--- config.mk ---
export PLATFORM = sky130hd
export DESIGN_NAME = aclk_ctrl_gen2
export DESIGN_NICKNAME = d
export VERILOG_FILES = /design/src/rtl/aclk_pkg.sv /design/src/rtl/aclk_timeout_timer.sv /design/src/rtl/aclk_ctrl_gen2.sv
export SDC_FILE = /design/constraint.sdc
export NUM_CORES = 1
export LEC_CHECK = 0
export BUFFER_PORTS_ARGS = -buffer_cell sky130_fd_sc_hd__buf_4
export CELL_PAD_IN_SITES_DETAIL_PLACEMENT = 1
export CELL_PAD_IN_SITES_GLOBAL_PLACEMENT = 2
export CORE_MARGIN = 3
export CORE_UTILIZATION = 32
export CTS_BUF_LIST = sky130_fd_sc_hd__clkbuf_4
export CTS_CLUSTER_SIZE = 12
export DETAILED_ROUTE_END_ITERATION = 6
export GPL_ROUTABILITY_DRIVEN = 0
export GPL_TIMING_DRIVEN = 0
export PLACE_DENSITY = 0.83
export SLEW_MARGIN = 20
export SYNTH_ARGS = -nofsm -noshare
export SYNTH_HDL_FRONTEND = slang
export SYNTH_SLANG_ARGS = --single-unit
--- constraint.sdc ---
create_clock -name clock -period 1.9 [get_ports clock]
set_clock_uncertainty 0.1 [all_clocks]
set_input_delay 0.095 -clock clock [delete_from_list [all_inputs] [get_ports clock]]
set_output_delay 0.095 -clock clock [all_outputs]
set_load 0.02 [all_outputs]
--- src/rtl/aclk_pkg.sv ---
// Shared state encoding and key constants for the gen2 alarm-clock controller.
package aclk_pkg;

  typedef enum logic [2:0] {
    SHOW_TIME        = 3'd0,
    KEY_ENTRY        = 3'd1,
    KEY_STORED       = 3'd2,
    SHOW_ALARM       = 3'd3,
    SET_ALARM_TIME   = 3'd4,
    SET_CURRENT_TIME = 3'd5,
    KEY_WAITED       = 3'd6
  } state_t;

  localparam logic [3:0] NOKEY_CODE = 4'd10;

  // Timeout only runs while the user is in the middle of typing an entry.
  function automatic logic in_entry(input state_t s);
    return (s == KEY_ENTRY) || (s == KEY_WAITED);
  endfunction

endpackage

--- src/rtl/aclk_timeout_timer.sv ---
// Counts one_second pulses while enabled; flags the pulse that completes TIMEOUT_SEC.
module aclk_timeout_timer #(
  parameter int TIMEOUT_SEC = 10
) (
  input  logic clock,
  input  logic reset,
  input  logic one_second,
  input  logic enable,
  input  logic clear,
  output logic time_out
);

  localparam int TW = $clog2(TIMEOUT_SEC);
  localparam logic [TW-1:0] LAST = TW'(TIMEOUT_SEC - 1);

  logic [TW-1:0] count;

  always_ff @(posedge clock) begin
    if (reset || clear || !enable) count <= '0;
    else if (one_second)           count <= count + TW'(1);
  end

  assign time_out = enable & one_second & (count == LAST);

endmodule

--- src/rtl/aclk_ctrl_gen2.sv ---
// Keypad/mode controller: Moore FSM gating digit shifts and time/alarm commits.
module aclk_ctrl_gen2
  import aclk_pkg::*;
#(
  parameter int         TIMEOUT_SEC = 10,
  parameter int         NUM_ALARMS  = 2,
  parameter int         DIGITS      = 4,
  parameter logic [3:0] NOKEY       = NOKEY_CODE,
  parameter int         SEL_W       = (NUM_ALARMS > 1) ? $clog2(NUM_ALARMS) : 1,
  localparam int        DCW         = $clog2(DIGITS + 1)
) (
  input  logic                  clock,
  input  logic                  reset,
  input  logic                  one_second,
  input  logic                  alarm_button,
  input  logic                  time_button,
  input  logic [SEL_W-1:0]      alarm_sel,
  input  logic [3:0]            key,
  output logic                  show_new_time,
  output logic                  show_a,
  output logic [NUM_ALARMS-1:0] load_new_a,
  output logic                  load_new_c,
  output logic                  reset_count,
  output logic                  shift,
  output logic [SEL_W-1:0]      alarm_idx,
  output logic [DCW-1:0]        digit_cnt
);

  localparam logic [SEL_W:0] NA_LIM = (SEL_W + 1)'(NUM_ALARMS);
  localparam logic [DCW-1:0] DMAX   = DCW'(DIGITS);

  state_t           state, state_nxt;
  logic [DCW-1:0]   cnt_nxt;
  logic [SEL_W-1:0] idx_nxt, sel_eff;
  logic             time_out, key_hit, full;

  assign key_hit = (key != NOKEY);
  assign full    = (digit_cnt == DMAX);
  assign sel_eff = ({1'b0, alarm_sel} < NA_LIM) ? alarm_sel : '0;

  aclk_timeout_timer #(.TIMEOUT_SEC(TIMEOUT_SEC)) u_timer (
    .clock      (clock),
    .reset      (reset),
    .one_second (one_second),
    .enable     (in_entry(state)),
    .clear      (state_nxt != state),
    .time_out   (time_out)
  );

  always_ff @(posedge clock) begin
    if (reset) begin
      state     <= SHOW_TIME;
      digit_cnt <= '0;
      alarm_idx <= '0;
    end else begin
      state     <= state_nxt;
      digit_cnt <= cnt_nxt;
      alarm_idx <= idx_nxt;
    end
  end

  always_comb begin
    state_nxt = state;
    cnt_nxt   = digit_cnt;
    idx_nxt   = alarm_idx;
    case (state)
      SHOW_TIME: begin
        if (alarm_button) begin
          state_nxt = SHOW_ALARM;
          idx_nxt   = sel_eff;
        end else if (key_hit) begin
          state_nxt = KEY_STORED;
          cnt_nxt   = DCW'(1);
        end
      end
      KEY_STORED: state_nxt = KEY_WAITED;
      KEY_WAITED: begin
        if (!key_hit) state_nxt = KEY_ENTRY;
        else if (time_out) begin
          state_nxt = SHOW_TIME;
          cnt_nxt   = '0;
        end
      end
      KEY_ENTRY: begin
        if (time_out) begin
          state_nxt = SHOW_TIME;
          cnt_nxt   = '0;
        end else if (alarm_button && full) begin
          state_nxt = SET_ALARM_TIME;
          idx_nxt   = sel_eff;
        end else if (time_button && full) begin
          state_nxt = SET_CURRENT_TIME;
        end else if (key_hit) begin
          // Extra keys keep rolling into the buffer; the count just pins at DIGITS.
          state_nxt = KEY_STORED;
          cnt_nxt   = full ? DMAX : digit_cnt + DCW'(1);
        end
      end
      SHOW_ALARM: if (!alarm_button) state_nxt = SHOW_TIME;
      SET_ALARM_TIME, SET_CURRENT_TIME: begin
        state_nxt = SHOW_TIME;
        cnt_nxt   = '0;
      end
      default: begin
        state_nxt = SHOW_TIME;
        cnt_nxt   = '0;
      end
    endcase
  end

  // Outputs are masked while reset is high so a commit state caught by reset never strobes.
  always_comb begin
    show_new_time = 1'b0;
    show_a        = 1'b0;
    load_new_a    = '0;
    load_new_c    = 1'b0;
    reset_count   = 1'b0;
    shift         = 1'b0;
    if (!reset) begin
      show_new_time = (state == KEY_ENTRY) || (state == KEY_STORED) || (state == KEY_WAITED);
      show_a        = (state == SHOW_ALARM);
      shift         = (state == KEY_STORED);
      load_new_c    = (state == SET_CURRENT_TIME);
      reset_count   = (state == SET_CURRENT_TIME);
      if (state == SET_ALARM_TIME) load_new_a[alarm_idx] = 1'b1;
    end
  end

endmodule
==> metrics.txt, run 1 <==
result of the run=complete, no violations; buffer depth of the longest clock path=2; number of instances in the placed design=roughly 150; fraction of the yosys area taken by sequential cells=24.5%; pwr dens=around 560 nW/um2; placed wire-length estimate after detailed placement=1.95 mm; share of the clock period used by the worst path=95.4%; die area=3480 um2; vias per std cell=around 5.7; final number of hold-violating endpoints=0; worst r2r dst=digit_cnt[0]; origin of the worst min-delay path=reset; DR vias=about 900; Yosys warnings=0; DR WL/cell=16.0 um; finished layout cell area=1150 um2; share of Yosys cell area claimed by the top area cell type=between 20% and 30%; fill count=324; Num CTS Buffers=3; number of endpoints failing setup at the final stage=0; average size of a mapped cell=approximately 8.6 um2; post-synthesis to final-layout area growth=28.3%; total area of multi-input combinational cells=639 um2; top cell type by total area after synthesis=sky130_fd_sc_hd__dfxtp_1; count of non-filler cells in the finished layout=160; kind of start point of the critical path=flop; vias in the first global route=904; capturing instance or port of the critical path=digit_cnt[0]; wire length reported by the detailed router=2.56 mm; LEAKAGE=about 0.46 nW; number of synthesized flops with an enable pin=0; # DRC=0; placement row count=18; remaining antenna violation count after routing=0; Placeable Area=between 2000 and 3000 um2; initial core utilization=a little over a third; Worst EP arrival=approximately 1.9 ns; nets in the synthesized netlist=roughly 120; ratio of cells with drive above 1 in the final layout=30.8%; number of inserted diodes=0; CP Launch Point=digit_cnt[0]; crit path max fanout=5; number of antenna violations at the first check in global routing=0; end-of-flow core utilization=between 40% and 50%; gate count after technology mapping=~100; worst-margin pin slew=about 0.48 ns; floorplan die width=59.0 um; Port Buffers=19; Clock Latency Late Sink=0.29 ns; internal reg-to-reg setup slack=0.09 ns; die boundary height=a little under 60 um; main area contributors after synthesis=sky130_fd_sc_hd__dfxtp_1 (25%), sky130_fd_sc_hd__ha_1 (5.6%), sky130_fd_sc_hd__nand2b_1 (3.5%), sky130_fd_sc_hd__nand3_1 (3.3%), sky130_fd_sc_hd__a2111oi_4 (3.1%); wire length of the first global-routing pass=4.41 mm; worst reg2reg path startpoint=digit_cnt[0]; most common flop cell mapped by yosys=sky130_fd_sc_hd__dfxtp_1; number of distinct library cell variants in the gate-level netlist after synthesis=44; max-capacitance violation count=0; H-Tree Depth=1; placed inst area=roughly 1100 um2; kind of capture point of the worst setup path=flop; Global Route Usage Sum=16.6%; number of sinks on the clock net=11; cell area after technology mapping=898 um2; violation count after the first detailed-routing iteration=24; clock transition time at the flip-flop clock pins of the worst setup and hold paths=0.08 ns; Max-Slew Margin vs Limit=around two thirds; fraction of synthesis flops using an asynchronous set or reset pin=0%; Top-Level Pins=21; maximum clock frequency=552 MHz; Seq cells post-synth=11; Remaining Overflow, GRT=0; Final Max Tran Viols=0; First-pass DRT Iterations=4; CTS tree=built; count of cells along the worst register-to-register path=6; pin count of the biggest net entering global routing=11; minimum period implied by the final worst setup slack=1.81 ns; register area=about 220 um2; nets@finish=around 150; IR Drop Worst-Case VDD=0.000301 V; Crit Path Category=reg2reg; Worst EP required=1.97 ns; path type of the worst min-delay path=in2reg; buffer cell driving the clock tree root=sky130_fd_sc_hd__clkbuf_4
[layer usage]
metal	GRT usage (%)	vias up	part of all wire, %
met5	0	-	0
met3	2.18	5	3.0
met1	21.5	438	46
met2	27.3	14	48
li1	-	447	-
met4	7.77	0	2.1
[worst max-delay path: stages (launching register included)]
cell	delay [ns]
sky130_fd_sc_hd__dfxtp_1	0.36
sky130_fd_sc_hd__inv_1	0.09
sky130_fd_sc_hd__ha_2	0.22
sky130_fd_sc_hd__o211a_1	0.16
sky130_fd_sc_hd__o211ai_1	0.32
sky130_fd_sc_hd__o21ai_2	0.13
sky130_fd_sc_hd__mux2_1	0.33
[synth_stat cells (all sizes together) (2+ instances only)]
master / n
nor3: 6
ha: 4
nand2b: 5
a221oi: 2
o21ai: 5
a21o: 3
nand4: 3
buf: 3
a22oi: 2
nor2: 6
nand3b: 2
nor4: 2
a2111oi: 2
a21oi: 3
clkbuf: 3
nor3b: 2
nand2: 6
nand3: 6
inv: 6
dfxtp: 11
a32oi: 3
o211ai: 2
xor2: 2
[cells by family after synthesis]
group	count (synthesis)	synth area share [%]
AND/OR/NAND/NOR	45	32.6
AO/OA/AOI/OAI	27	26.3
buffers and inverters	12	5.71
flip-flops	11	24.5
adder cells (fa/ha/maj)	4	5.57
XOR/XNOR	3	2.93
multiplexers	2	2.37
[flip-flops by register name, summed over array words and instances, names as in the netlist]
name and count:
u_timer.count 4, digit_cnt 3, state 3, alarm_idx 1
[layout by cell type (no fill, tap or decap), types with 4 or more instances in the layout]
master and n:
sky130_fd_sc_hd__dfxtp_1 10, sky130_fd_sc_hd__nand2b_1 5, sky130_fd_sc_hd__nand3_1 6, sky130_fd_sc_hd__nor2_1 5, sky130_fd_sc_hd__clkbuf_4 4, sky130_fd_sc_hd__nand2_1 6, sky130_fd_sc_hd__nor3_1 5, sky130_fd_sc_hd__inv_1 6
sky130_fd_sc_hd__buf_4 21
[how the worst min path moves through the flow]
stage,to,slack (ns),depth (start not counted)
after floorplan,u_timer.count[1],0.09,1
after global placement,alarm_idx,0.27,3
after detailed placement,alarm_idx,0.27,3
after CTS,digit_cnt[1],0.02,3
after global routing,digit_cnt[1],0.03,3
final,digit_cnt[1],0.03,3
[report_power, final]
group	internal (mW)	switching (mW)	total (mW)
clock	0.0960	0.0960	0.192
sequential	0.242	0.0167	0.259
combinational	0.0873	0.109	0.196
total	0.425	0.222	0.647
[through the flow]
stage | power [mW] | setup slack, ns | setup TNS (ns) | hold WS (ns)
floorplan | 0.388 | 0.0699 | 0 | 0.0933
global placement | 0.449 | 0.0682 | 0 | 0.272
detailed placement | 0.452 | 0.0158 | 0 | 0.273
CTS | 0.653 | 0.00360 | 0 | 0.0210
global route | 0.690 | -0.000631 | -0.000631 | 0.0313
finish | 0.647 | 0.0870 | 0 | 0.0344
[timing repair]
item / CTS / global route
endpoints found under the setup margin: 3 / 7
pin swaps: 1 / 1
hold endpoints to repair: 2 / 0
hold buffers: 2 / 0
buffers inserted: 0 / 1
gates resized for setup: 1 / 7
[area by class of cell]
cell class / instances / share of cell area [%]
plain buffers: 6 / 2.71
clock buffers: 4 / 2.61
well taps: 30 / 3.26
flip-flops and latches: 11 / 19.2
multi-input cells: 81 / 55.5
repair buffers: 22 / 14.8
inverters: 6 / 1.95
No activity file was read; power rests on OpenSTA's default activity.
==> run 2, diff against run 1 <==
--- a/constraint.sdc
+++ b/constraint.sdc
@@ -3,3 +3,3 @@
 set_input_delay 0.095 -clock clock [delete_from_list [all_inputs] [get_ports clock]]
 set_output_delay 0.095 -clock clock [all_outputs]
-set_load 0.02 [all_outputs]
+set_load 0.05 [all_outputs]
==> metrics.txt, run 2 (synthesis gave the netlist of run 1 again) <==
H-Tree Depth=1 (unchanged); Worst path top cell family by delay=compound AO/OA/AOI/OAI gates; DR WL/cell=16.1 um (+0.58%); wire length of the first global-routing pass=4.40 mm (-0.32%); highest-count cells in the layout ignoring fill and taps=sky130_fd_sc_hd__buf_4 (22), sky130_fd_sc_hd__dfxtp_1 (8), sky130_fd_sc_hd__inv_1 (6), sky130_fd_sc_hd__nand2_1 (6), sky130_fd_sc_hd__nand3_1 (6); nets@finish=146 (+0.69%); placed inst area=1100 um2 (+2.3%); die boundary height=59.0 um (unchanged); pin count of the biggest net entering global routing=11 (unchanged); crit path max fanout=5 (unchanged); largest stage delay on the critical path=0.35 ns (about the same); initial core utilization=35.0% (unchanged); finished layout cell area=1180 um2 (+2.3%); worst-path cell chain=inv_1 -> ha_1 -> o211a_1 -> o211ai_1 -> o21ai_1 -> mux2_1; register area=224 um2 (+1.1%); largest registers=u_timer.count x4, digit_cnt x3, state x3; Clock Latency Late Sink=0.27 ns (-0.02 ns); number of antenna violations at the first check in global routing=0 (unchanged); wire length reported by the detailed router=2.59 mm (+1.2%); maximum clock frequency=542 MHz (-1.7%); buffer depth of the longest clock path=2 (unchanged); count of non-filler cells in the finished layout=161 (+0.63%); Top-Level Pins=21 (unchanged); CTS tree=built; ratio of cells with drive above 1 in the final layout=33.6% (+2.8 points); pwr dens=549 nW/um2 (-2.3%); max reg flops=4 (unchanged); placement row count=18 (unchanged); Remaining Overflow, GRT=0 (unchanged); setup slack after placement=0.0235 ns (+0.00774 ns); IR Drop Worst-Case VDD=0.000492 V (+64%); number of instances in the placed design=153 (unchanged); kind of capture point of the worst setup path=flop; Overall Power=0.647 mW (about the same); buffer cell driving the clock tree root=sky130_fd_sc_hd__clkbuf_4; fill count=322 (-0.62%); number of buffer and inverter stages on the critical path=1 (unchanged); vias in the first global route=950 (+5.1%); Final WS setup=0.0555 ns (-0.0315 ns); RSZ-0062 raised after global routing=true; master of the slowest instance on the critical path=sky130_fd_sc_hd__dfxtp_2; path type of the worst min-delay path=in2reg; vias per std cell=5.69 (+0.70%); number of inserted diodes=0 (unchanged); floorplan die width=59.0 um (unchanged); minimum period implied by the final worst setup slack=1.84 ns (+0.0315 ns); Global Route Usage Sum=16.4% (-0.23 points); violation count after the first detailed-routing iteration=21 (-13%); placed wire-length estimate after detailed placement=2.00 mm (+2.7%); clock transition time at the flip-flop clock pins of the worst setup and hold paths=0.08 ns (about the same); post-synthesis to final-layout area growth=31.2%; commonest non-fill, non-tap cell in the layout=sky130_fd_sc_hd__buf_4; final number of hold-violating endpoints=0 (unchanged); Num CTS Buffers=3 (unchanged); DR vias=916 (+1.3%); final worst hold slack=0.0481 ns (+0.0137 ns); total area of multi-input combinational cells=656 um2 (+2.5%); worst-margin pin slew=0.470 ns (-0.00874 ns); First-pass DRT Iterations=4 (unchanged); Worst EP required=1.96 ns (about the same); end-of-flow core utilization=45.9% (+1.0 points); die area=3480 um2 (unchanged); Worst EP arrival=1.90 ns (+0.02 ns); Final Max Tran Viols=0 (unchanged); number of sinks on the clock net=11 (unchanged); kind of start point of the critical path=flop; Crit Path Category=reg2reg; remaining antenna violation count after routing=0 (unchanged); Reg with most FFs=u_timer.count; Port Buffers=19 (unchanged); share of the clock period used by the worst path=97.1% (+1.7 points); result of the run=complete, no violations; Max-Slew Margin vs Limit=68.6% (+0.58 points); # DRC=0 (unchanged); setup TNS=0 ns (unchanged); number of endpoints failing setup at the final stage=0 (unchanged); LEAKAGE=0.471 nW (+2.0%); Placeable Area=2570 um2 (unchanged); max-capacitance violation count=0 (unchanged)
==> run 2: changes by cell type in the layout (fill, tap and decap cells not counted), sizes merged <==
cell,delta
buf,+1
clkbuf,-1
clkinv,+1
==> run 2: per-layer routing <==
layer	part of all wire [%]	track usage (%)	up-vias	routed length (um)
met3	2.8	3.92	0	73
met2	54	29.0	12	1400
met5	0	0	-	0
li1	-	-	445	-
met4	0	2.91	0	0
met1	43	20.3	459	1110
==> run 2: path summary, 6_finish.rpt <==
| check | startpoint | endpoint | slack, ns | cells past startpoint |
|---|---|---|---|---|
| hold reg to reg | digit_cnt[1] | digit_cnt[1] | 0.41 | 2 |
| setup / recovery | digit_cnt[0] | digit_cnt[0] | 0.06 | 6 |
| setup reg to reg | digit_cnt[0] | digit_cnt[0] | 0.06 | 6 |
| hold / removal | reset | digit_cnt[1] | 0.05 | 3 |
==> run 2: repair_timing <==
item	in CTS	in global routing
hold buffers	2	0
setup buffers	0	2
pin swaps	0	1
resized for setup	3	2
setup endpoints to repair	6	2
endpoints found under the hold margin	2	0
==> run 2: area by class of cell <==
cell class | count | share of cell area, %
buffer | 6 | 2.87
clock buffer | 3 | 1.91
multi-input combinational | 81 | 55.6
tap | 30 | 3.18
inverter | 6 | 1.91
timing repair buffer | 23 | 15.1
sequential | 11 | 19.0
clock inverter | 1 | 0.425
==> run 2: worst reg2reg max path: cells and delay by family (launching register included) <==
family / cells / cell delay (ns)
compound gates: 3 / 0.61
buf+inv: 1 / 0.07
mux: 1 / 0.35
fa+ha+maj: 1 / 0.25
flops: 1 / 0.35
==> run 2: power breakdown <==
group          total (mW)  leakage, nW  internal (mW)  switching, mW
Combinational       0.226        0.363         0.0880          0.138
Clock               0.162       0.0177         0.0780         0.0837
Sequential          0.259       0.0909          0.243         0.0166
==> run 3, diff against run 2 <==
PLACE_DENSITY = 0.92   (was 0.83)
==> metrics.txt, run 3 (synthesis gave the netlist of run 1 again) <==
result of the run=complete, no violations; Max-Slew Margin vs Limit=66.7% (-1.9 points); LEAKAGE=0.468 nW (-0.64%); vias in the first global route=964 (+1.5%); number of inserted diodes=0 (unchanged); path type of the worst min-delay path=in2reg; Clock Latency Late Sink=0.28 ns (about the same); critical path's most frequent cell=sky130_fd_sc_hd__buf_4; vias per std cell=5.75 (+1.1%); final number of hold-violating endpoints=0 (unchanged); Global Route Usage Sum=17.2% (+0.86 points); kind of start point of the critical path=flop; die boundary height=59.0 um (unchanged); clock transition time at the flip-flop clock pins of the worst setup and hold paths=0.09 ns (about the same); Reg with most FFs=u_timer.count; max reg flops=4 (unchanged); # DRC=0 (unchanged); kind of capture point of the worst setup path=output port; commonest non-fill, non-tap cell in the layout=sky130_fd_sc_hd__buf_4; master of the slowest instance on the critical path=sky130_fd_sc_hd__dfxtp_2; DR WL/cell=17.0 um (+5.6%); First-pass DRT Iterations=4 (unchanged); wire length reported by the detailed router=2.72 mm (+5.0%); Overall Power=0.683 mW (+5.6%); maximum clock frequency=552 MHz (+1.9%); violation count after the first detailed-routing iteration=13 (-38%); post-synthesis to final-layout area growth=31.2% (unchanged); Top-Level Pins=21 (unchanged); origin of the worst min-delay path=reset; largest stage delay on the critical path=0.39 ns (+0.04 ns); buffer depth of the longest clock path=2 (unchanged); largest registers=u_timer.count x4, digit_cnt x3, state x3; highest-count cells in the layout ignoring fill and taps=sky130_fd_sc_hd__buf_4 (21), sky130_fd_sc_hd__dfxtp_1 (7), sky130_fd_sc_hd__inv_1 (6), sky130_fd_sc_hd__nand2_1 (6), sky130_fd_sc_hd__nand3_1 (6); pwr dens=580 nW/um2 (+5.6%); crit path max fanout=10 (+5); fill count=309 (-4.0%); IR Drop Worst-Case VDD=0.000379 V (-23%); buffer cell driving the clock tree root=sky130_fd_sc_hd__clkbuf_4; number of antenna violations at the first check in global routing=0 (unchanged); CP Launch Point=state[2]; remaining antenna violation count after routing=0 (unchanged); nets@finish=145 (-0.68%); Placeable Area=2570 um2 (unchanged); RSZ-0062 raised after global routing=true; placement row count=18 (unchanged); Remaining Overflow, GRT=0 (unchanged); wire length of the first global-routing pass=4.53 mm (+3.1%); share of the clock period used by the worst path=95.3% (-1.8 points); Crit Path Category=reg2out; initial core utilization=35.0% (unchanged); Worst path top cell family by delay=buffers and inverters; ratio of cells with drive above 1 in the final layout=35.4% (+1.8 points); Port Buffers=19 (unchanged); DR vias=920 (+0.44%); Worst EP arrival=1.61 ns (-0.29 ns); CTS tree=built; number of endpoints failing setup at the final stage=0 (unchanged); die area=3480 um2 (unchanged); finished layout cell area=1180 um2 (unchanged); worst-path cell chain=buf_2 -> nand2b_1 -> nor3b_2 -> buf_4 -> buf_4; Worst EP required=1.70 ns (-0.26 ns); Final Max Tran Viols=0 (unchanged); worst reg2reg path startpoint=digit_cnt[0]; pin count of the biggest net entering global routing=11 (unchanged); placed inst area=1100 um2 (unchanged); placed wire-length estimate after detailed placement=1.99 mm (-0.27%); worst-margin pin slew=0.499 ns (+0.0289 ns); number of buffer and inverter stages on the critical path=3 (+2); minimum period implied by the final worst setup slack=1.81 ns (-0.0345 ns); end-of-flow core utilization=45.9% (unchanged); floorplan die width=59.0 um (unchanged); number of sinks on the clock net=11 (unchanged); max-capacitance violation count=0 (unchanged); Num CTS Buffers=3 (unchanged); H-Tree Depth=1 (unchanged)
[run 3: final cells by class]
| class | instances | area [um2] | area share, % |
|---|---|---|---|
| multi-input combinational | 81 | 662 | 56.2 |
| sequential | 11 | 225 | 19.1 |
| timing repair buffer | 22 | 170 | 14.4 |
| tap | 30 | 37.5 | 3.18 |
| buffer | 6 | 31.3 | 2.65 |
| clock buffer | 4 | 30.0 | 2.55 |
| inverter | 6 | 22.5 | 1.91 |
[run 3: where the power goes]
group	leakage, nW	internal [mW]	total (mW)	switching, mW
clock network	0.0184	0.0959	0.193	0.0971
registers	0.0909	0.243	0.260	0.0162
logic	0.359	0.0891	0.231	0.142
[run 3: through the flow]
step           TNS, ns  hold slack [ns]  std cells  setup WS (ns)
3_5_place_dp         0            0.290        153         0.0444
6_report             0           0.0246        160         0.0900
3_3_place_gp         0            0.268        153          0.101
4_1_cts              0           0.0274        159        0.00297
2_1_floorplan   -0.417           0.0933        104         -0.177
5_1_grt        -0.0505           0.0221        160        -0.0267
[run 3: final timing paths]
path | endpoint | depth (start not counted) | slack [ns]
setup reg to reg | digit_cnt[0] | 6 | 0.12
hold / removal | digit_cnt[1] | 3 | 0.02
setup / recovery | reset_count | 5 | 0.09
hold reg to reg | digit_cnt[1] | 2 | 0.40
[run 3: repair_timing]
item                                   4_1_cts  5_1_grt
setup endpoints to repair                    6        7
cloned                                       0        0
endpoints found under the hold margin        2        0
pin swaps                                    0        1
hold buffers                                 2        0
resized for setup                            2        7
buffers inserted                             0        1
[run 3: tightest hold or removal path: stages]
cell                       delay, ns
sky130_fd_sc_hd__buf_4          0.11
sky130_fd_sc_hd__nand2b_1       0.10
sky130_fd_sc_hd__mux2i_1        0.06
[run 3: per-layer routing]
metal  routed length, um  track usage [%]
met1                1150             20.5
met2                1440             30.8
met3                  85             3.27
met4                  37             5.83
met5                   0                0
